File: src/rtl/sram_burst_initiator.sv
// Burst command front-end for a single-port SRAM with a 2-entry read FIFO.
// Define SRAM_WRITE_ONCE_LOCK_EN to make LOCK_ADDR write-once.
module sram_burst_initiator #(
  parameter int DATA_WIDTH = 64,
  parameter int NUM_WORDS  = 1024,
  parameter int LOCK_ADDR  = 100,
  localparam int ADDR_WIDTH = $clog2(NUM_WORDS)
) (
  input  logic                  clk_i,
  input  logic                  rst_ni,
  input  logic                  cmd_valid_i,
  output logic                  cmd_ready_o,
  input  logic                  cmd_we_i,
  input  logic [ADDR_WIDTH-1:0] cmd_addr_i,
  input  logic [3:0]            cmd_len_i,
  input  logic                  wdata_valid_i,
  output logic                  wdata_ready_o,
  input  logic [DATA_WIDTH-1:0] wdata_i,
  output logic                  rsp_valid_o,
  input  logic                  rsp_ready_i,
  output logic [DATA_WIDTH-1:0] rsp_rdata_o,
  output logic                  rsp_last_o,
  output logic                  req_o,
  output logic                  we_o,
  output logic [ADDR_WIDTH-1:0] addr_o,
  output logic [DATA_WIDTH-1:0] wdata_o,
  output logic [DATA_WIDTH-1:0] be_o,
  input  logic [DATA_WIDTH-1:0] rdata_i,
  output logic                  lock_err_o
);

  typedef enum logic [1:0] {
    IDLE,
    WRITE,
    READ,
    DRAIN
  } state_t;

  state_t                state;
  logic [ADDR_WIDTH-1:0] cur_addr;
  logic [ADDR_WIDTH-1:0] next_addr;
  logic [3:0]            beats_left;
  logic                  last_beat;
  logic                  inflight;
  logic                  inflight_last;

  logic [DATA_WIDTH-1:0] fifo_data [2];
  logic [1:0]            fifo_last;
  logic                  wr_ptr;
  logic                  rd_ptr;
  logic [1:0]            fifo_count;

  logic                  wr_beat;
  logic                  wr_issue;
  logic                  rd_issue;
  logic                  blocked;
  logic                  pop;
  logic [2:0]            credit;

  assign cmd_ready_o   = (state == IDLE);
  assign wdata_ready_o = (state == WRITE);
  assign rsp_valid_o   = (fifo_count != 2'd0);
  assign rsp_rdata_o   = fifo_data[rd_ptr];
  assign rsp_last_o    = fifo_last[rd_ptr] & rsp_valid_o;

  assign pop       = rsp_valid_o & rsp_ready_i;
  assign last_beat = (beats_left == 4'd0);
  assign next_addr = (cur_addr == ADDR_WIDTH'(NUM_WORDS - 1))
                   ? '0 : cur_addr + 1'b1;

  // Reads not yet popped, counting the slot a same-cycle pop frees.
  assign credit   = {1'b0, fifo_count} + {2'b0, inflight}
                  - {2'b0, pop};
  assign rd_issue = (state == READ) && (credit < 3'd2);
  assign wr_beat  = (state == WRITE) && wdata_valid_i;
  assign wr_issue = wr_beat && !blocked;

`ifdef SRAM_WRITE_ONCE_LOCK_EN
  logic lock_done;
  logic lock_err;
  logic lock_hit;

  assign lock_hit   = wr_beat && (cur_addr == ADDR_WIDTH'(LOCK_ADDR));
  assign blocked    = lock_hit && lock_done;
  assign lock_err_o = lock_err;

  always_ff @(posedge clk_i or negedge rst_ni) begin
    if (!rst_ni) begin
      lock_done <= 1'b0;
      lock_err  <= 1'b0;
    end else begin
      if (lock_hit) lock_done <= 1'b1;
      if (blocked)  lock_err  <= 1'b1;
    end
  end
`else
  assign blocked    = 1'b0;
  assign lock_err_o = 1'b0;
`endif

  always_comb begin
    req_o   = 1'b0;
    we_o    = 1'b0;
    addr_o  = '0;
    wdata_o = '0;
    be_o    = '0;
    unique case (1'b1)
      wr_issue: begin
        req_o   = 1'b1;
        we_o    = 1'b1;
        addr_o  = cur_addr;
        wdata_o = wdata_i;
        be_o    = '1;
      end
      rd_issue: begin
        req_o  = 1'b1;
        addr_o = cur_addr;
      end
      default: ;
    endcase
  end

  always_ff @(posedge clk_i or negedge rst_ni) begin
    if (!rst_ni) begin
      state         <= IDLE;
      cur_addr      <= '0;
      beats_left    <= '0;
      inflight      <= 1'b0;
      inflight_last <= 1'b0;
    end else begin
      inflight      <= rd_issue;
      inflight_last <= rd_issue && last_beat;
      unique case (state)
        IDLE: begin
          if (cmd_valid_i) begin
            cur_addr   <= cmd_addr_i;
            beats_left <= cmd_len_i;
            state      <= cmd_we_i ? WRITE : READ;
          end
        end
        WRITE: begin
          if (wr_beat) begin
            cur_addr   <= next_addr;
            beats_left <= beats_left - 4'd1;
            if (last_beat) state <= IDLE;
          end
        end
        READ: begin
          if (rd_issue) begin
            cur_addr   <= next_addr;
            beats_left <= beats_left - 4'd1;
            if (last_beat) state <= DRAIN;
          end
        end
        DRAIN: begin
          if (pop && rsp_last_o) state <= IDLE;
        end
        default: state <= IDLE;
      endcase
    end
  end

  // SRAM data lands one cycle after the request, straight into the FIFO.
  always_ff @(posedge clk_i or negedge rst_ni) begin
    if (!rst_ni) begin
      fifo_data[0] <= '0;
      fifo_data[1] <= '0;
      fifo_last    <= '0;
      wr_ptr       <= 1'b0;
      rd_ptr       <= 1'b0;
      fifo_count   <= '0;
    end else begin
      if (inflight) begin
        fifo_data[wr_ptr] <= rdata_i;
        fifo_last[wr_ptr] <= inflight_last;
        wr_ptr            <= ~wr_ptr;
      end
      if (pop) rd_ptr <= ~rd_ptr;
      fifo_count <= fifo_count + {1'b0, inflight} - {1'b0, pop};
    end
  end

endmodule

File: config.mk
export PLATFORM = sky130hd
export DESIGN_NAME = sram_burst_initiator
export DESIGN_NICKNAME = d
export VERILOG_FILES = /design/src/rtl/sram_burst_initiator.sv
export SDC_FILE = /design/constraint.sdc
export NUM_CORES = 1
export LEC_CHECK = 0
export BUFFER_PORTS_ARGS = -buffer_cell sky130_fd_sc_hd__buf_2
export CORE_AREA = 3 3 138 140
export CTS_CLUSTER_SIZE = 24
export DETAILED_ROUTE_END_ITERATION = 16
export DIE_AREA = 0 0 141 143
export PLACE_DENSITY = 0.76
export SYNTH_ARGS = -nofsm -noshare
export SYNTH_HDL_FRONTEND = slang
export SYNTH_SLANG_ARGS = --single-unit
File: constraint.sdc
create_clock -name clk_i -period 4 [get_ports clk_i]
set_input_delay 0.4 -clock clk_i [delete_from_list [all_inputs] [get_ports clk_i]]
set_output_delay 0.4 -clock clk_i [all_outputs]
set_load 0.01 [all_outputs]
==> impl_metrics.toml, run 1 <==
[clocking]
post_cts_resized = 0
cts_tree = "yes"
cts_hold_buf = 0
postCtsSetupBuffers = 0
h-tree-depth = 4
cts_buffer_depth = 2
clkSlewWorstSetupHoldPaths_ns = 0.07
cts-buffers-inserted = 17
cts_sinks = 152
clock-root-buffer = "clkbuf_16"
clk_latency_ns = 0.42

[final_layout]
nets = 1091
area_delta_synth_final_pct = 26.2
fin_cells = 1179
regArea_um2 = 3800
drive_gt1_share_pct = 63.4
fin_util_pct = 56.2
multi_input_area_um2 = 3490
nFillCells = 1540

[synth]
syn_nets = 814
yosysUniqueCellTypes = 51
synth_area_leader_cell = "dfrtp_1"
synth_seq_cells = 152
ys_seq_area_share_pct = 47.5
syn_inst = 657
syn_area_um2 = 8000
ys_top_cells_by_area = "dfrtp_1 48%, mux2_2 27%, buf_4 6.1%"
synthFlopType = "dfrtp_1"
ys_warn_count = 0
synth_area_per_cell_um2 = 12.2
synth_edf_count = 0
synthArstFlopShare_pct = 100
synth_top_area_share_pct = 47.5

[timing]
hold_viol = 0
period_share_pct = 90.1
relSlewSlack_pct = 32.4
fin_ws_ns = 0.397
finalCriticalPeriod_ns = 3.60
holdWs_ns = 0.0709
max_freq_ghz = 0.278
fin_tns_setup_ns = 0
clock_skew_ns = 0.0154
slew_viol_final = 0
worst_pin_slew_ns = 1.01
setup_viol = 0
rsz0062_at_grt = "no"

[global_routing]
grt_use_met3_pct = 4.62
grt_util_met2_pct = 34.6
grt_pass1_vias = 5911
grt_start_max_net_pins = 109
busiest_layer = "met2"
grt_pass1_wl_mm = 31.9
grt_remaining_overflow = 0
antenna_found_initial = 4
grt_use_met1_pct = 24.8
grt_use_total_pct = 20.0

[route]
first_pass_iters = 4
dr_total_vias = 5962
drtIter0Drc = 256
viasPerCell = 5.06
wirelength_mm = 20.8
drc = 0
routedWlPerCell_um = 17.6
ant_nets = 0

[die]
die_area_um2 = 20200
row_count = 49
start_util_pct = 44.6
fp.coreArea_um2 = 18000
die_h_um = 143
die_width_um = 141
pin_count = 357

[placed_design]
pre_cts_slack_ns = 0.852
gp_congestion = 0.945
place_inst = 1144
port_buffers = 355
dp_hpwl_mm = 15.4

[power_and_ir_drop]
p_sw_uw = 1270
pwr-share-comb_pct = 21.9
seqPwrFrac_pct = 40.2
leakagePower_uw = 0.00570
swShare_pct = 30.2
clkPwrFrac_pct = 37.9
peakVddDrop_mv = 0.342
power_density_nw_per_um2 = 415
power.internal_uw = 2920

[worst_setup_path]
crit_fanout = 9
crit_arrival_ns = 3.20
startpoint_type = "flop"
critPathRequiredTime_ns = 3.60
critPathKind = "reg -> out"
cp-end-kind = "primary output"

[min_path]
hold_class = "in -> async"

[flow_run]
maxCapViolations = 0

[status]
status = "complete, no violations"
## cell families after synthesis
family          synth area share [%]
mux                             28.2
xor+xnor                       0.328
other cells                   0.0469
flops                           47.5
simple gates                    8.79
fa+ha+maj                       1.50
buf+inv                         9.08
compound gates                  4.53
## flip-flops by register name, summed over array words and instances, names as in the netlist
register       count
fifo_data        128
cur_addr          10
beats_left         4
fifo_count         2
fifo_last          2
state              2
inflight           1
inflight_last      1
rd_ptr             1
wr_ptr             1
## area by class of cell
cell class | instances | share of cell area, %
clock buffers | 17 | 4.21
flip-flops and latches | 152 | 37.7
well taps | 229 | 2.84
diodes | 3 | 0.0743
inverters | 15 | 0.557
clock inverters | 15 | 1.71
repair buffers | 364 | 18.4
multi-input cells | 384 | 34.5
## routing by layer
| layer | up-vias | part of all wire, % |
|---|---|---|
| met5 | - | 0 |
| met4 | 0 | 2.2 |
| met3 | 27 | 6.2 |
| met2 | 235 | 50 |
| met1 | 2859 | 42 |
| li1 | 2841 | - |
## power by group through the flow
stage | registers [µW] | logic [µW] | clock network, µW
after floorplan | 1630 | 612 | 0
after detailed placement | 1720 | 921 | 0
final | 1680 | 916 | 1590
after global placement | 1710 | 917 | 0
after CTS | 1690 | 928 | 1640
after global routing | 1700 | 995 | 1700
## critical path, cell delays in order, from the launching register on
cell and delay (ns):
dfrtp_1 0.40, o21ai_0 0.33, inv_1 0.08, ha_1 0.28, inv_1 0.04, ha_1 0.19
fa_1 0.38, xnor2_1 0.30, nor2_1 0.09, a21oi_1 0.27, buf_4 0.23, nor2b_1 0.06
buf_2 0.14
## synth_stat cells, types with 2 or more instances
cell type	number
o31ai_1	3
nand4_1	4
a211oi_1	3
a22o_1	3
nand3_1	6
and3_1	65
o211ai_1	4
nand2_1	12
buf_2	17
a21oi_1	7
nor2_1	6
nor3_1	2
mux2_2	195
nor2b_1	9
inv_1	14
buf_1	2
clkbuf_1	21
and2_1	4
and4_1	2
xnor2_1	2
nand2b_1	4
a31oi_1	5
o21ai_1	6
o21ai_0	8
ha_1	8
mux2i_1	5
buf_4	65
dfrtp_1	152
## final timing paths
path | from | end | slack (ns) | cells past startpoint
worst max-delay path | fifo_count[1]$_DFF_PN0_ | addr_o[0] | 0.40 | 12
worst min-delay path | rst_ni | fifo_data[91]$_DFFE_PN0P_ | 0.07 | 1
min in group clk_i | rdata_i[26] | fifo_data[90]$_DFFE_PN0P_ | 0.21 | 2
worst max register to register | fifo_count[1]$_DFF_PN0_ | cur_addr[9]$_DFFE_PN0P_ | 1.00 | 10
max in group asynchronous | rst_ni | fifo_data[59]$_DFFE_PN0P_ | 2.93 | 2
worst min register to register | fifo_data[59]$_DFFE_PN0P_ | fifo_data[59]$_DFFE_PN0P_ | 0.50 | 1
## layout by cell type, fill, tap and decap left out, types with 2 or more instances in the layout
cell       count
a211oi_1       3
inv_1         14
a31oi_1        5
and3_1        65
ha_1           7
nand2b_1       4
mux2i_1        5
o31ai_1        3
clkbuf_16     17
buf_2        354
clkinv_4       2
a21oi_1        7
clkinv_8       3
mux2_2       195
xnor2_1        2
inv_8          5
nor3_1         2
nand2_1       11
a22o_1         3
o21ai_0        8
nor2b_1        8
buf_4          8
diode_2        3
and4_1         2
inv_6          3
and2_1         4
o211ai_1       4
dfrtp_1      151
nand4_1        4
nor2_1         6
nand3_1        6
o21ai_1        6
## through the flow
| stage | cell area, µm² | power (µW) |
|---|---|---|
| 2_1_floorplan | 8000 | 2250 |
| 3_3_place_gp | 9500 | 2630 |
| 3_5_place_dp | 9500 | 2640 |
| 4_1_cts | 10100 | 4250 |
| 5_1_grt | 10100 | 4390 |
| 6_report | 10100 | 4190 |
(Power assumes the default switching activity.)
==> run 2, diff against run 1 <==
Settings changed: CELL_PAD_IN_SITES_DETAIL_PLACEMENT set to 2, CELL_PAD_IN_SITES_GLOBAL_PLACEMENT set to 2, CORE_AREA 3 3 138 140 to not set, CORE_MARGIN set to 3, CORE_UTILIZATION set to 29, CTS_BUF_LIST set to sky130_fd_sc_hd__clkbuf_16, DIE_AREA 0 0 141 143 to not set, PLACE_DENSITY 0.76 to not set, PLACE_DENSITY_LB_ADDON set to 0.1.
Clock period 4 ns to 3.8 ns, I/O delays scaled along.
==> impl_metrics.toml, run 2 (synthesis gave the netlist of run 1 again) <==
[status]
status = "complete, no violations"

[min_path]
hold_class = "in -> async"

[power_and_ir_drop]
peakVddDrop_mv = 0.255
finalPower_uw = 4580
leakagePower_uw = 0.00572
power_density_nw_per_um2 = 446

[final_layout]
area_delta_synth_final_pct = 28.1
fin_cells = 1286
nFillCells = 2913
drive_gt1_share_pct = 63.1
largest_reg_flops = 128
regArea_um2 = 3800
nets = 1090
postLayoutCellArea_um2 = 10300
multi_input_area_um2 = 3490
mostFrequentLayoutCell = "buf_2"
most-common-layout-cells = "354 x buf_2, 195 x mux2_2, 151 x dfrtp_1"
fin_util_pct = 37.9
top_regs = "fifo_data: 128 flops, cur_addr: 10 flops, beats_left: 4 flops"
top_register = "fifo_data"

[clocking]
cts-buffers-inserted = 17
cts_buffer_depth = 2
cts_tree = "yes"
cts_sinks = 152
clkSlewWorstSetupHoldPaths_ns = 0.07
h-tree-depth = 4
clock-root-buffer = "clkbuf_16"
postCtsSetupBuffers = 0
clk_latency_ns = 0.42

[worst_setup_path]
cpMaxStageDelayCell = "dfrtp_1"
worst-path-buf-inv = 4
r2r_start = "fifo_count[1]$_DFF_PN0_"
cp_top_family = "adder cells"
critPathLaunch = "fifo_count[1]$_DFF_PN0_"
crit_fanout = 11
worstPathCellList = "o21ai_1 -> inv_1 -> ha_1 -> inv_1 -> ha_1 -> fa_1 -> xnor2_1 -> nor2_1 -> a21oi_1 -> buf_4 -> nor2b_1 -> buf_2"
startpoint_type = "flop"
critPathKind = "reg -> out"
critPathRequiredTime_ns = 3.42
cpPeakStageDelay_ns = 0.42
cp-end-kind = "primary output"
crit_arrival_ns = 3.05

[timing]
slew_viol_final = 0
relSlewSlack_pct = 33.3
finalCriticalPeriod_ns = 3.43
period_share_pct = 90.1
worst_pin_slew_ns = 1.00
fin_tns_setup_ns = 0
rsz0062_at_grt = "no"
max_freq_ghz = 0.292
clock_skew_ns = 0.00991
hold_viol = 0
setup_viol = 0

[route]
routedWlPerCell_um = 19.9
first_pass_iters = 4
ant_nets = 0
wirelength_mm = 25.6
viasPerCell = 4.72
dr_total_vias = 6069
drc = 0
drtIter0Drc = 163

[global_routing]
grt_pass1_wl_mm = 38.8
antenna_found_initial = 1
grt_use_total_pct = 16.9
grt_pass1_vias = 6736
grt_start_max_net_pins = 97
grt_remaining_overflow = 0

[die]
die_area_um2 = 29600
fp.coreArea_um2 = 27000
die_h_um = 172
row_count = 60
die_width_um = 172
pin_count = 357
start_util_pct = 29.6

[placed_design]
gp_congestion = 0.782
dp_hpwl_mm = 19.1
port_buffers = 355
place_inst = 1255
dpl_cell_area_um2 = 9630

[flow_run]
maxCapViolations = 0
-- run 2: worst paths after layout --
kind / end / slack, ns / cells past startpoint
worst max-delay path: addr_o[0] / 0.37 / 12
worst min-delay path: fifo_data[50]$_DFFE_PN0P_ / 0.02 / 1
worst max register to register: beats_left[2]$_DFFE_PN0P_ / 0.81 / 10
worst min register to register: fifo_data[3]$_DFFE_PN0P_ / 0.50 / 1
max in group asynchronous: fifo_data[48]$_DFFE_PN0P_ / 2.84 / 2
min in group clk_i: fifo_data[114]$_DFFE_PN0P_ / 0.20 / 2
-- run 2: final cells by class --
class / count / share of cell area (%)
diodes: 1 / 0.0244
clock buffers: 17 / 4.15
clock inverters: 13 / 1.92
inverters: 15 / 0.549
multi-input cells: 384 / 34.0
flip-flops and latches: 152 / 37.1
well taps: 341 / 4.16
repair buffers: 363 / 18.1
-- run 2: per-stage QoR --
| stage | worst slack (ns) | hold WS, ns |
|---|---|---|
| detailed placement | 0.654 | 0.492 |
| finish | 0.375 | 0.0209 |
| global placement | 0.817 | 0.481 |
| CTS | 0.172 | 0.0644 |
| floorplan | 0.755 | 0.0844 |
| global route | 0.101 | 0.104 |
-- run 2: power by group --
part	total (µW)	leakage (µW)	internal [µW]	switching, µW
sequential	1760	0.00193	1670	85.6
clock	1810	0.000302	1100	703
combinational	1010	0.00349	508	506
total	4580	0.00572	3280	1290
-- run 2: timing repair --
| item | 4_1_cts | 5_1_grt |
|---|---|---|
| setup endpoints to repair | 0 | 11 |
| resized for setup | 0 | 1 |
| hold buffers | 0 | 0 |
-- run 2: metal layers --
metal / track usage [%] / share of wire [%] / vias up
li1: - / - / 2819
met1: 20.7 / 42 / 3079
met2: 30.4 / 53 / 151
met3: 3.73 / 4.5 / 20
met4: 3.61 / 0.92 / 0
met5: 0 / 0 / -
==> run 3, diff against run 2 <==
==> constraint.sdc (replaced) <==
create_clock -name clk_i -period 3.8 [get_ports clk_i]
set_input_delay 0.19 -clock clk_i [delete_from_list [all_inputs] [get_ports clk_i]]
set_output_delay 0.19 -clock clk_i [all_outputs]
set_load 0.01 [all_outputs]
==> impl_metrics.toml, run 3 (synthesis gave the netlist of run 1 again) <==
[timing]
relSlewSlack_pct = 32.3
clock_skew_ns = 0.00759
holdWs_ns = 0.0245
finalCriticalPeriod_ns = 3.44
rsz0062_at_grt = "no"
max_freq_ghz = 0.291
slew_viol_final = 0
setup_viol = 0
fin_tns_setup_ns = 0
worst_pin_slew_ns = 1.02
hold_viol = 0
period_share_pct = 90.5

[final_layout]
mostFrequentLayoutCell = "buf_2"
top_regs = "fifo_data: 128 flops, cur_addr: 10 flops, beats_left: 4 flops"
area_delta_synth_final_pct = 30.9
multi_input_area_um2 = 3490
regArea_um2 = 3800
top_register = "fifo_data"
most-common-layout-cells = "354 x buf_2, 195 x mux2_2, 151 x dfrtp_1"
postLayoutCellArea_um2 = 10500
largest_reg_flops = 128
nets = 1118
antenna_cells = 0
drive_gt1_share_pct = 61.3
nFillCells = 2882

[worst_setup_path]
reg2reg_to = "beats_left[2]$_DFFE_PN0P_"
path_depth = 12
endpoint = "addr_o[0]"
cp-end-kind = "primary output"
r2r_start = "fifo_count[1]$_DFF_PN0_"
crit_arrival_ns = 3.25
worst-path-buf-inv = 4
critPathRequiredTime_ns = 3.61
cpMaxStageDelayCell = "dfrtp_1"
critPathKind = "reg -> out"
critPathLaunch = "fifo_count[1]$_DFF_PN0_"
cpPeakStageDelay_ns = 0.40
r2r_setup_slack_ns = 0.74
crit_fanout = 11
reg2reg_depth = 10
cp_top_family = "adder cells"
startpoint_type = "flop"
worstPathCellList = "o21ai_0 -> inv_1 -> ha_1 -> inv_1 -> ha_1 -> fa_1 -> xnor2_1 -> nor2_1 -> a21oi_1 -> buf_4 -> nor2b_1 -> buf_2"

[clocking]
post_cts_resized = 0
cts_hold_buf = 27
cts_sinks = 152
clk_latency_ns = 0.42
cts_buffer_depth = 2
clkSlewWorstSetupHoldPaths_ns = 0.07
cts_tree = "yes"
clock-root-buffer = "clkbuf_16"
h-tree-depth = 4
postCtsSetupBuffers = 0
cts-buffers-inserted = 17

[global_routing]
grt_pass1_vias = 6876
grt_pass1_wl_mm = 39.6
grt_remaining_overflow = 0
antenna_found_initial = 0
grt_start_max_net_pins = 101
grt_use_total_pct = 17.1

[die]
die_area_um2 = 29600
start_util_pct = 29.6
pin_count = 357
row_count = 60
die_width_um = 172
die_h_um = 172
fp.coreArea_um2 = 27000

[placed_design]
dp_hpwl_mm = 19.0
dpl_cell_area_um2 = 9630
port_buffers = 355
gp_congestion = 0.784

[route]
drc = 0
viasPerCell = 4.71
wirelength_mm = 25.7
dr_total_vias = 6196
drtIter0Drc = 259
routedWlPerCell_um = 19.5
first_pass_iters = 4
ant_nets = 0

[power_and_ir_drop]
leakagePower_uw = 0.00581
peakVddDrop_mv = 0.194
power_density_nw_per_um2 = 421

[flow_run]
maxCapViolations = 0

[status]
status = "complete, no violations"

[min_path]
hold_class = "in -> reg"
==> run 3: how the worst min path moves through the flow <==
stage	startpoint	endpoint	cells past startpoint
after global routing	rdata_i[46]	fifo_data[110]$_DFFE_PN0P_	2
after detailed placement	rst_ni	fifo_data[110]$_DFFE_PN0P_	1
after CTS	rdata_i[46]	fifo_data[110]$_DFFE_PN0P_	2
final	rdata_i[36]	fifo_data[100]$_DFFE_PN0P_	2
after global placement	rst_ni	fifo_data[110]$_DFFE_PN0P_	1
after floorplan	rst_ni	beats_left[0]$_DFFE_PN0P_	0
==> run 3: area by class of cell <==
cell class / count / area share [%]
Multi-Input combinational cell: 384 / 33.3
Clock buffer: 17 / 4.06
Clock inverter: 15 / 1.36
Sequential cell: 152 / 36.3
Inverter: 15 / 0.537
Tap cell: 341 / 4.07
Timing Repair Buffer: 391 / 20.4
==> run 3: per-layer routing <==
layer / wire length (µm) / global-route usage, %
met5: 0 / 0
met4: 323 / 4.20
met3: 1100 / 3.32
met2: 13400 / 30.2
met1: 10800 / 21.4
==> run 3: worst reg2reg max path: stages, from the launching register on <==
cell	delay, ns
dfrtp_1	0.40
o21ai_0	0.37
inv_1	0.08
ha_1	0.28
inv_1	0.04
ha_1	0.18
fa_1	0.39
xnor2_1	0.19
o21a_1	0.32
or4_1	0.54
o221a_2	0.15
==> run 3: metrics by stage <==
step / total power (µW) / setup slack (ns) / util, % / cells
finish: 4410 / 0.362 / 38.8 / 1315
global placement: 2810 / 0.892 / 35.6 / 1255
detailed placement: 2830 / 0.736 / 35.6 / 1255
CTS: 4510 / 0.320 / 38.7 / 1314
floorplan: 2360 / 0.945 / - / 657
global route: 4660 / 0.0191 / 38.8 / 1315
==> run 3: power by group <==
group          total, µW  switching (µW)  internal, µW  leakage [µW]
combinational       1040             503           537       0.00361
sequential          1770            98.1          1670       0.00193
clock               1610             744           864      0.000273
